==> config.mk <==
export PLATFORM = sky130hd
export DESIGN_NAME = uart_rx
export DESIGN_NICKNAME = d
export VERILOG_FILES = /design/src/rtl/uart_pkg.sv /design/src/rtl/uart_rx_sync.sv /design/src/rtl/uart_rx.sv
export SDC_FILE = /design/constraint.sdc
export NUM_CORES = 1
export LEC_CHECK = 0
export BUFFER_PORTS_ARGS = -buffer_cell sky130_fd_sc_hd__buf_4
export CAP_MARGIN = 5
export CELL_PAD_IN_SITES_DETAIL_PLACEMENT = 1
export CELL_PAD_IN_SITES_GLOBAL_PLACEMENT = 2
export CORE_MARGIN = 1
export CORE_UTILIZATION = 36
export CTS_CLUSTER_DIAMETER = 50
export CTS_CLUSTER_SIZE = 10
export DETAILED_ROUTE_END_ITERATION = 6
export GPL_ROUTABILITY_DRIVEN = 0
export HOLD_SLACK_MARGIN = 0.08
export MAX_ROUTING_LAYER = met4
export PLACE_DENSITY = 0.8
export SETUP_SLACK_MARGIN = 0.05
export SYNTH_ARGS = -nofsm -noshare
export SYNTH_HDL_FRONTEND = slang
export SYNTH_HIERARCHICAL = 1
export SYNTH_SLANG_ARGS = --single-unit
==> constraint.sdc <==
create_clock -name clk -period 2.8 [get_ports clk]
set_input_delay 0.14 -clock clk [delete_from_list [all_inputs] [get_ports clk]]
set_output_delay 0.14 -clock clk [all_outputs]
set_load 0.02 [all_outputs]
==> src/rtl/uart_pkg.sv <==
// Shared UART definitions: default timing, data width and receiver state encoding.
package uart_pkg;

   localparam int DEFAULT_CLKS_PER_BIT = 868;
   localparam int DATA_BITS            = 8;

   typedef enum logic [2:0] {
      ST_IDLE      = 3'd0,
      ST_START     = 3'd1,
      ST_DATA      = 3'd2,
      ST_PARITY    = 3'd3,
      ST_STOP      = 3'd4,
      ST_WAIT_HIGH = 3'd5
   } rx_state_e;

   // High when the received parity bit does not make the frame even.
   function automatic logic even_parity_bad(input logic [DATA_BITS-1:0] data,
                                            input logic                 par_bit);
      return (^data) ^ par_bit;
   endfunction

endpackage

==> src/rtl/uart_rx_sync.sv <==
// Multi-flop synchronizer for one asynchronous input; reset value is a parameter so
// idle-high and idle-low lines can both use it.
module uart_rx_sync #(
   parameter logic RESET_VAL = 1'b1,
   parameter int   STAGES    = 2
) (
   input  logic clk,
   input  logic rst,
   input  logic d,
   output logic q
);

   logic [STAGES-1:0] sync_q;
   logic [STAGES-1:0] sync_d;

   genvar gi;
   generate
      for (gi = 0; gi < STAGES; gi++) begin : g_stage
         if (gi == 0) begin : g_first
            assign sync_d[gi] = d;
         end else begin : g_next
            assign sync_d[gi] = sync_q[gi-1];
         end
      end
   endgenerate

   always_ff @(posedge clk) begin
      if (rst) begin
         sync_q <= {STAGES{RESET_VAL}};
      end else begin
         sync_q <= sync_d;
      end
   end

   assign q = sync_q[STAGES-1];

endmodule

==> src/rtl/uart_rx.sv <==
// UART receiver: 8N1 by default, 8E1 when UART_RX_PARITY_EN is defined.
// Bits are sampled mid-period off a single counter restarted at the validated start bit.
module uart_rx
   import uart_pkg::*;
#(
   parameter int CLKS_PER_BIT = DEFAULT_CLKS_PER_BIT
) (
   input  logic                 clk,
   input  logic                 rst,
   input  logic                 rx_data,
   output logic [DATA_BITS-1:0] dout,
   output logic                 rx_done,
   output logic                 frame_err,
   output logic                 parity_err
);

   localparam int             CW       = $clog2(CLKS_PER_BIT);
   localparam logic [CW-1:0]  CNT_LAST = CW'(CLKS_PER_BIT - 1);
   localparam logic [CW-1:0]  CNT_HALF = CW'(CLKS_PER_BIT / 2 - 1);
   localparam logic [2:0]     IDX_LAST = 3'(DATA_BITS - 1);

   logic rx_s;

   uart_rx_sync #(
      .RESET_VAL (1'b1),
      .STAGES    (2)
   ) u_sync (
      .clk (clk),
      .rst (rst),
      .d   (rx_data),
      .q   (rx_s)
   );

   rx_state_e            state_q,     state_d;
   logic [CW-1:0]        cnt_q,       cnt_d;
   logic [2:0]           idx_q,       idx_d;
   logic [DATA_BITS-1:0] sh_q,        sh_d;
   logic [DATA_BITS-1:0] dout_q,      dout_d;
   logic                 rx_done_q,   rx_done_d;
   logic                 frame_err_q, frame_err_d;
`ifdef UART_RX_PARITY_EN
   logic                 parity_bad_q, parity_bad_d;
   logic                 parity_err_q, parity_err_d;
`endif

   always_comb begin
      state_d     = state_q;
      cnt_d       = cnt_q;
      idx_d       = idx_q;
      sh_d        = sh_q;
      dout_d      = dout_q;
      rx_done_d   = 1'b0;
      frame_err_d = 1'b0;
`ifdef UART_RX_PARITY_EN
      parity_bad_d = parity_bad_q;
      parity_err_d = 1'b0;
`endif

      case (state_q)
         ST_IDLE: begin
            if (!rx_s) begin
               cnt_d   = '0;
               state_d = ST_START;
            end
         end

         ST_START: begin
            if (cnt_q == CNT_HALF) begin
               if (rx_s) begin
                  state_d = ST_IDLE;
               end else begin
                  cnt_d   = '0;
                  idx_d   = '0;
                  state_d = ST_DATA;
               end
            end else begin
               cnt_d = cnt_q + 1'b1;
            end
         end

         ST_DATA: begin
            if (cnt_q == CNT_LAST) begin
               sh_d  = {rx_s, sh_q[DATA_BITS-1:1]};
               cnt_d = '0;
               idx_d = idx_q + 1'b1;
               if (idx_q == IDX_LAST) begin
`ifdef UART_RX_PARITY_EN
                  state_d = ST_PARITY;
`else
                  state_d = ST_STOP;
`endif
               end
            end else begin
               cnt_d = cnt_q + 1'b1;
            end
         end

`ifdef UART_RX_PARITY_EN
         ST_PARITY: begin
            if (cnt_q == CNT_LAST) begin
               parity_bad_d = even_parity_bad(sh_q, rx_s);
               cnt_d        = '0;
               state_d      = ST_STOP;
            end else begin
               cnt_d = cnt_q + 1'b1;
            end
         end
`endif

         ST_STOP: begin
            // Leaving here mid-stop-bit is what lets a back-to-back start edge be caught.
            if (cnt_q == CNT_LAST) begin
               cnt_d = '0;
               if (rx_s) begin
                  state_d = ST_IDLE;
`ifdef UART_RX_PARITY_EN
                  if (parity_bad_q) begin
                     parity_err_d = 1'b1;
                  end else begin
                     dout_d    = sh_q;
                     rx_done_d = 1'b1;
                  end
`else
                  dout_d    = sh_q;
                  rx_done_d = 1'b1;
`endif
               end else begin
                  frame_err_d = 1'b1;
                  state_d     = ST_WAIT_HIGH;
               end
            end else begin
               cnt_d = cnt_q + 1'b1;
            end
         end

         ST_WAIT_HIGH: begin
            if (rx_s) begin
               state_d = ST_IDLE;
            end
         end

         default: begin
            state_d = ST_IDLE;
         end
      endcase
   end

   always_ff @(posedge clk) begin
      if (rst) begin
         state_q     <= ST_IDLE;
         cnt_q       <= '0;
         idx_q       <= '0;
         sh_q        <= '0;
         dout_q      <= '0;
         rx_done_q   <= 1'b0;
         frame_err_q <= 1'b0;
`ifdef UART_RX_PARITY_EN
         parity_bad_q <= 1'b0;
         parity_err_q <= 1'b0;
`endif
      end else begin
         state_q     <= state_d;
         cnt_q       <= cnt_d;
         idx_q       <= idx_d;
         sh_q        <= sh_d;
         dout_q      <= dout_d;
         rx_done_q   <= rx_done_d;
         frame_err_q <= frame_err_d;
`ifdef UART_RX_PARITY_EN
         parity_bad_q <= parity_bad_d;
         parity_err_q <= parity_err_d;
`endif
      end
   end

   assign dout      = dout_q;
   assign rx_done   = rx_done_q;
   assign frame_err = frame_err_q;
`ifdef UART_RX_PARITY_EN
   assign parity_err = parity_err_q;
`else
   assign parity_err = 1'b0;
`endif

endmodule

==> results.ini, run 1 <==
[setup_path]
path_class = reg -> reg
path_cells = ha_1, nor4bb_1, and3_1, and4b_1, mux2i_1, nor2_1
path_max_fanout = 9
cp.buffers_inverters = 0
reg2reg_slack_ps = 350
cp-end-kind = flop
critPathMaxStageDelay_ps = 590
cp_slowest_cell = and4b_1
critical_path_arrival_ps = 2620
critPathTopFamily = simple AND/OR/NAND/NOR gates
critPathLaunchType = flop
cp.required_ps = 2970
rr_startpoint = cnt_q[0]$_SDFFE_PP0P_
startpoint = cnt_q[0]$_SDFFE_PP0P_

[final_layout]
final_nets = 205
drive_gt1_frac = 0.146
diodes = 0
area_delta_synth_final_pct = 13.3

[global_routing]
grt_max_degree = 30
grt_pass1_vias = 1372
grt_pass1_wl_um = 6620
gr-total-overflow = 0
antenna_found_initial = 0
grt_usage = 0.176

[floorplanning]
core_um2 = 4380
io_pins = 14
die_y_um = 69.8
dieWidth_um = 69.8
initial_core_util = 0.377
dieArea_um2 = 4870
num_rows = 24

[synthesis]
ys_types = 46
netlist_instances = 187
avgSynthCellArea_um2 = 8.85
synth-seq-cells = 36
synth_edf_count = 0
synth_area_leaders = dfxtp_1, mux2i_1, nor2_1
synth_seq_area_share = 0.436
synth_top_area_share = 0.436
syn_area_um2 = 1650
synthTopCellsByCount = dfxtp_1, nor2_1, nand2_1
synth_nets = 194
async_flop_share = 0
yosys_warnings = 6
yosys_most_used_dff = dfxtp_1
synth_most_common_cell = dfxtp_1
yosys.area.top_type = dfxtp_1

[route]
vias_per_cell = 5.54
wl_per_cell_um = 15.1
wl_um = 3790
top_layer = met4
vias = 1390
wl_met2_um = 1800
dr_wl_met3_um = 124
wl_met1_um = 1810
first_pass_iters = 4
drtIter0Drc = 71
final_antenna_net_count = 0
drc = 0

[pwr]
clkPwrFrac = 0.373
power_density_nw_per_um2 = 541
max-vdd-ir-drop_v = 0.000256
swShare = 0.253
power.switching_mw = 0.256
power.internal_mw = 0.758
p_leak_nw = 0.737
seqPwrFrac = 0.529
combPwrFrac = 0.098

[sta]
rsz0062_at_grt = no
finalSetupViolCount = 0
fin_crit_ps = 2450
fin_skew_ps = 7.95
hold_ws_ps = 216
max_freq_mhz = 408
tightest_slew_ps = 629
min_period_over_period = 0.875
finalHoldViolCount = 0
slew_headroom = 0.577
setup_tns_ps = 0
drv_slew = 0

[cts]
cts_tree = built
cts_sinks = 36
postCtsSetupRepairBufs = 0
htree_levels = 2
clock_path_buffers = 2
root_buffer = clkbuf_8
clkTransAtPathRegs_ps = 70
clk_latency_ps = 290
cts_buffers = 5

[placement]
dp_hpwl_um = 2650
portBuffers = 12

[status]
outcome = completed

[job]
cap_violations = 0

[worst_hold_path]
min_path_type = in -> reg
min_from = rst

[path summary, 6_finish.rpt]
kind	endpoint	depth (start not counted)
min reg2reg	u_sync/sync_q[1]$_SDFF_PP1_	1
min	dout[6]$_SDFFE_PP0P_	2
max	dout[0]$_SDFFE_PP0P_	6
max reg2reg	dout[0]$_SDFFE_PP0P_	6
[what timing repair did]
action,in CTS,in global routing
endpoints found under the hold margin,1,0
gates resized for setup,0,0
hold buffers,1,0
[layout by cell type, fill, tap and decap left out, types with 2 or more instances in the layout]
master,instances
nor4_1,3
inv_1,4
or2_1,2
nand2_1,22
and3_1,4
nor2b_1,2
a22oi_1,2
a2111oi_0,2
a21o_1,4
buf_4,13
nand3_1,6
nor2_1,23
nor3b_1,2
nor3_1,3
clkinv_2,2
and4_1,2
xnor2_1,2
clkbuf_8,6
ha_1,4
mux2i_1,10
dfxtp_1,36
o22ai_1,2
a21oi_1,12
o21ai_0,8
and2_1,2
[cells by family (layout without fill, tap and decap cells)]
kind of cell | Yosys count | after routing | share of synthesized area
AO/OA/AOI/OAI | 39 | 39 | 0.167
XOR/XNOR | 3 | 3 | 0.0159
adder cells (fa/ha/maj) | 5 | 5 | 0.0363
buffers and inverters | 14 | 26 | 0.0363
flip-flops | 36 | 36 | 0.436
multiplexers | 10 | 10 | 0.0605
other | 1 | 1 | 0.00227
AND/OR/NAND/NOR | 79 | 79 | 0.246
[area by class of cell]
| class | instances | area, µm² |
|---|---|---|
| fillers | 537 | 2510 |
| clock inverters | 2 | 10.0 |
| multi-input cells | 137 | 873 |
| flip-flops and latches | 36 | 721 |
| clock buffers | 6 | 82.6 |
| repair buffers | 14 | 108 |
| inverters | 4 | 15.0 |
| well taps | 52 | 65.1 |
[routing by layer]
| layer | vias up | global-route usage |
|---|---|---|
| li1 | 679 | - |
| met1 | 681 | 0.227 |
| met2 | 25 | 0.276 |
| met3 | 5 | 0.0392 |
| met4 | 0 | 0.0533 |
| met5 | - | - |
[through the flow]
| step | cell area, µm² | power, mW | util | worst slack [ps] | std cells |
|---|---|---|---|---|---|
| finish | 1870 | 1.01 | 0.428 | 350 | 251 |
| global route | 1870 | 1.06 | 0.428 | 83.7 | 251 |
| CTS | 1870 | 1.03 | 0.428 | 375 | 251 |
| detailed placement | 1770 | 0.645 | 0.404 | 390 | 242 |
| global placement | 1770 | 0.639 | 0.404 | 520 | 242 |
| floorplan | 1650 | 0.619 | - | 821 | 187 |
[power groups by stage]
stage | sequential (mW) | clock, mW | combinational [mW]
floorplan | 0.543 | 0 | 0.0763
global placement | 0.546 | 0 | 0.0927
detailed placement | 0.548 | 0 | 0.0969
CTS | 0.536 | 0.392 | 0.0999
global route | 0.539 | 0.412 | 0.112
finish | 0.537 | 0.378 | 0.0997
[flip-flops by register name (all words and copies together) (netlist names)]
| name | flops |
|---|---|
| rx_done | 1 |
| state_q | 3 |
| idx_q | 3 |
| cnt_q | 10 |
| dout | 8 |
| sh_q | 8 |
| u_sync/sync_q | 2 |
| frame_err | 1 |
Power figures use the tool's default switching activity.
==> inputs of run 2 (changes only) <==
--- a/config.mk
+++ b/config.mk
@@ -6,9 +6,9 @@
 export NUM_CORES = 1
 export LEC_CHECK = 0
 export BUFFER_PORTS_ARGS = -buffer_cell sky130_fd_sc_hd__buf_4
-export CAP_MARGIN = 5
 export CELL_PAD_IN_SITES_DETAIL_PLACEMENT = 1
 export CELL_PAD_IN_SITES_GLOBAL_PLACEMENT = 2
+export CORE_ASPECT_RATIO = 2
 export CORE_MARGIN = 1
 export CORE_UTILIZATION = 36
 export CTS_CLUSTER_DIAMETER = 50
@@ -17,9 +17,8 @@
 export GPL_ROUTABILITY_DRIVEN = 0
 export HOLD_SLACK_MARGIN = 0.08
 export MAX_ROUTING_LAYER = met4
-export PLACE_DENSITY = 0.8
+export PLACE_DENSITY = 0.79
 export SETUP_SLACK_MARGIN = 0.05
 export SYNTH_ARGS = -nofsm -noshare
 export SYNTH_HDL_FRONTEND = slang
-export SYNTH_HIERARCHICAL = 1
 export SYNTH_SLANG_ARGS = --single-unit
==> run 2 against run 1 <==
Critical path depth did not move. Clock power grew 20%. Setup slack better by 58 ps. Synthesized area is 1.6% higher. Final area is 1.1% higher. Via count fell by 0.58%. Fmax grew 2.4%. Synthesized cell count shrank 2.7%. Die area grew 1.9%. Sequential share of layout area decreased by 0.43 points. Sequential power shrank 3%. Clock skew fell by 4.7 ps. Critical endpoint is now idx_q[0]$_SDFFE_PP0P_. Largest cell class unchanged.
==> results.ini, run 2 <==
[status]
outcome = completed

[global_routing]
grt_max_degree = 36
grt_usage = 0.191
grt_pass1_vias = 1459
grt_pass1_wl_um = 7040
gr-total-overflow = 0
antenna_found_initial = 0

[pwr]
p_leak_nw = 0.732
max-vdd-ir-drop_v = 0.000413
p_total_mw = 1.02
power_density_nw_per_um2 = 536

[setup_path]
endpoint = idx_q[0]$_SDFFE_PP0P_
cp.required_ps = 2970
critPathLaunchType = flop
cp-end-kind = flop
reg2reg_slack_ps = 410
path_max_fanout = 10
startpoint = cnt_q[0]$_SDFFE_PP0P_
rr_worst_depth = 6
path_class = reg -> reg
worstReg2RegEnd = idx_q[0]$_SDFFE_PP0P_
rr_startpoint = cnt_q[0]$_SDFFE_PP0P_
critical_path_arrival_ps = 2570

[worst_hold_path]
holdPathStages = 2
min_from = rst
min_path_type = in -> reg

[cts]
clock_path_buffers = 2
clkTransAtPathRegs_ps = 80
cts_buffers = 5
cts_sinks = 36
root_buffer = clkbuf_8
htree_levels = 2
cts_tree = built
clk_latency_ps = 280
ctsResizeCount = 0

[route]
wl_per_cell_um = 16.3
vias_per_cell = 5.66
wl_um = 3970
first_pass_iters = 4
final_antenna_net_count = 0
drtIter0Drc = 20
drc = 0
vias = 1382

[sta]
max_freq_mhz = 418
drv_slew = 0
rsz0062_at_grt = no
fin_crit_ps = 2390
slew_headroom = 0.593
finalSetupViolCount = 0
min_period_over_period = 0.854
tightest_slew_ps = 609
setup_tns_ps = 0
fin_skew_ps = 3.28
finalHoldViolCount = 0

[floorplanning]
core_um2 = 4420
dieArea_um2 = 4960
io_pins = 14
die_y_um = 98.6
initial_core_util = 0.380
num_rows = 34
dieWidth_um = 50.3

[synthesis]
async_flop_share = 0
synth_seq_area_share = 0.429
avgSynthCellArea_um2 = 9.23
yosys_most_used_dff = dfxtp_1
yosys_warnings = 0
synthTopCellsByCount = dfxtp_1, nor2_1, mux2i_1
synth_top_area_share = 0.429
synth_most_common_cell = dfxtp_1
netlist_instances = 182
synth_area_leaders = dfxtp_1, mux2i_1, nor2_1
syn_area_um2 = 1680
synth-seq-cells = 36
synth_nets = 189
synth_edf_count = 0
ys_types = 46
yosys.area.top_type = dfxtp_1

[job]
cap_violations = 0

[placement]
portBuffers = 12
dp_hpwl_um = 2920
dp_cells = 235

[final_layout]
area_delta_synth_final_pct = 12.8
largest_reg_flops = 10
final_cells = 244
final_common_cell = dfxtp_1
drive_gt1_frac = 0.147
final_nets = 196
diodes = 0
layout_common_cells = dfxtp_1, nor2_1, mux2i_1
top_register = cnt_q

run 2: changes by cell type after synthesis, moves of 4 or more:
cell      previous run  this run
nand2_1             22         7
mux2i_1             10        16
a311oi_1             0         5
nand3_1              6        11
nor2_1              23        28
a21o_1               4         0
run 2: cell type report:
type	count	area, µm²
clock inverter	3	42.5
tap	54	67.6
clock buffer	5	68.8
timing repair buffer	13	100
sequential	36	721
fill	543	2530
multi-input combinational	132	892
inverter	1	3.75
run 2: report_power, final:
group	switching [mW]	total, mW	internal [mW]
clock	0.191	0.454	0.263
combinational	0.0272	0.0415	0.0142
sequential	0.00582	0.521	0.515
total	0.224	1.02	0.792
run 2: repair_timing:
item	in CTS	in global routing
buffers inserted	0	0
hold buffers	1	0
endpoints found under the hold margin	1	0
run 2: kinds of logic after synthesis:
logic type      after synthesis  share of synthesized area
buf+inv                      14                     0.0402
flops                        36                      0.429
mux                          17                      0.102
fa+ha+maj                     4                     0.0298
other cells                   1                    0.00223
simple gates                 74                      0.241
compound gates               36                      0.156
run 2: per-stage QoR:
| stage | util | worst slack (ps) | cell area (µm²) | hold slack [ps] |
|---|---|---|---|---|
| 2_1_floorplan | - | 942 | 1680 | 244 |
| 3_3_place_gp | 0.401 | 522 | 1770 | 327 |
| 3_5_place_dp | 0.401 | 425 | 1770 | 337 |
| 4_1_cts | 0.428 | 383 | 1900 | 247 |
| 5_1_grt | 0.428 | 150 | 1900 | 260 |
| 6_report | 0.428 | 408 | 1900 | 245 |
run 2: worst min path at each step:
stage / endpoint / slack (ps)
finish: sh_q[4]$_SDFFE_PP0P_ / 250
global route: sh_q[4]$_SDFFE_PP0P_ / 260
CTS: rx_done$_SDFF_PP0_ / 250
detailed placement: u_sync.sync_q[0]$_SDFF_PP1_ / 340
global placement: u_sync.sync_q[0]$_SDFF_PP1_ / 330
floorplan: u_sync.sync_q[0]$_SDFF_PP1_ / 240
run 2: metal layers:
metal	GRT usage	vias to the layer above	part of all wire
li1	-	680	-
met1	0.195	670	0.38
met2	0.346	23	0.57
met3	0.0278	9	0.022
met4	0.0855	0	0.027
met5	-	-	0
run 2: critical path, cell delays in order, from the launching register on:
cell and delay [ps]:
dfxtp_1 460, ha_1 260, nand3b_1 130, nor4_4 400, and2_1 550, a211oi_1 160, mux2_2 310
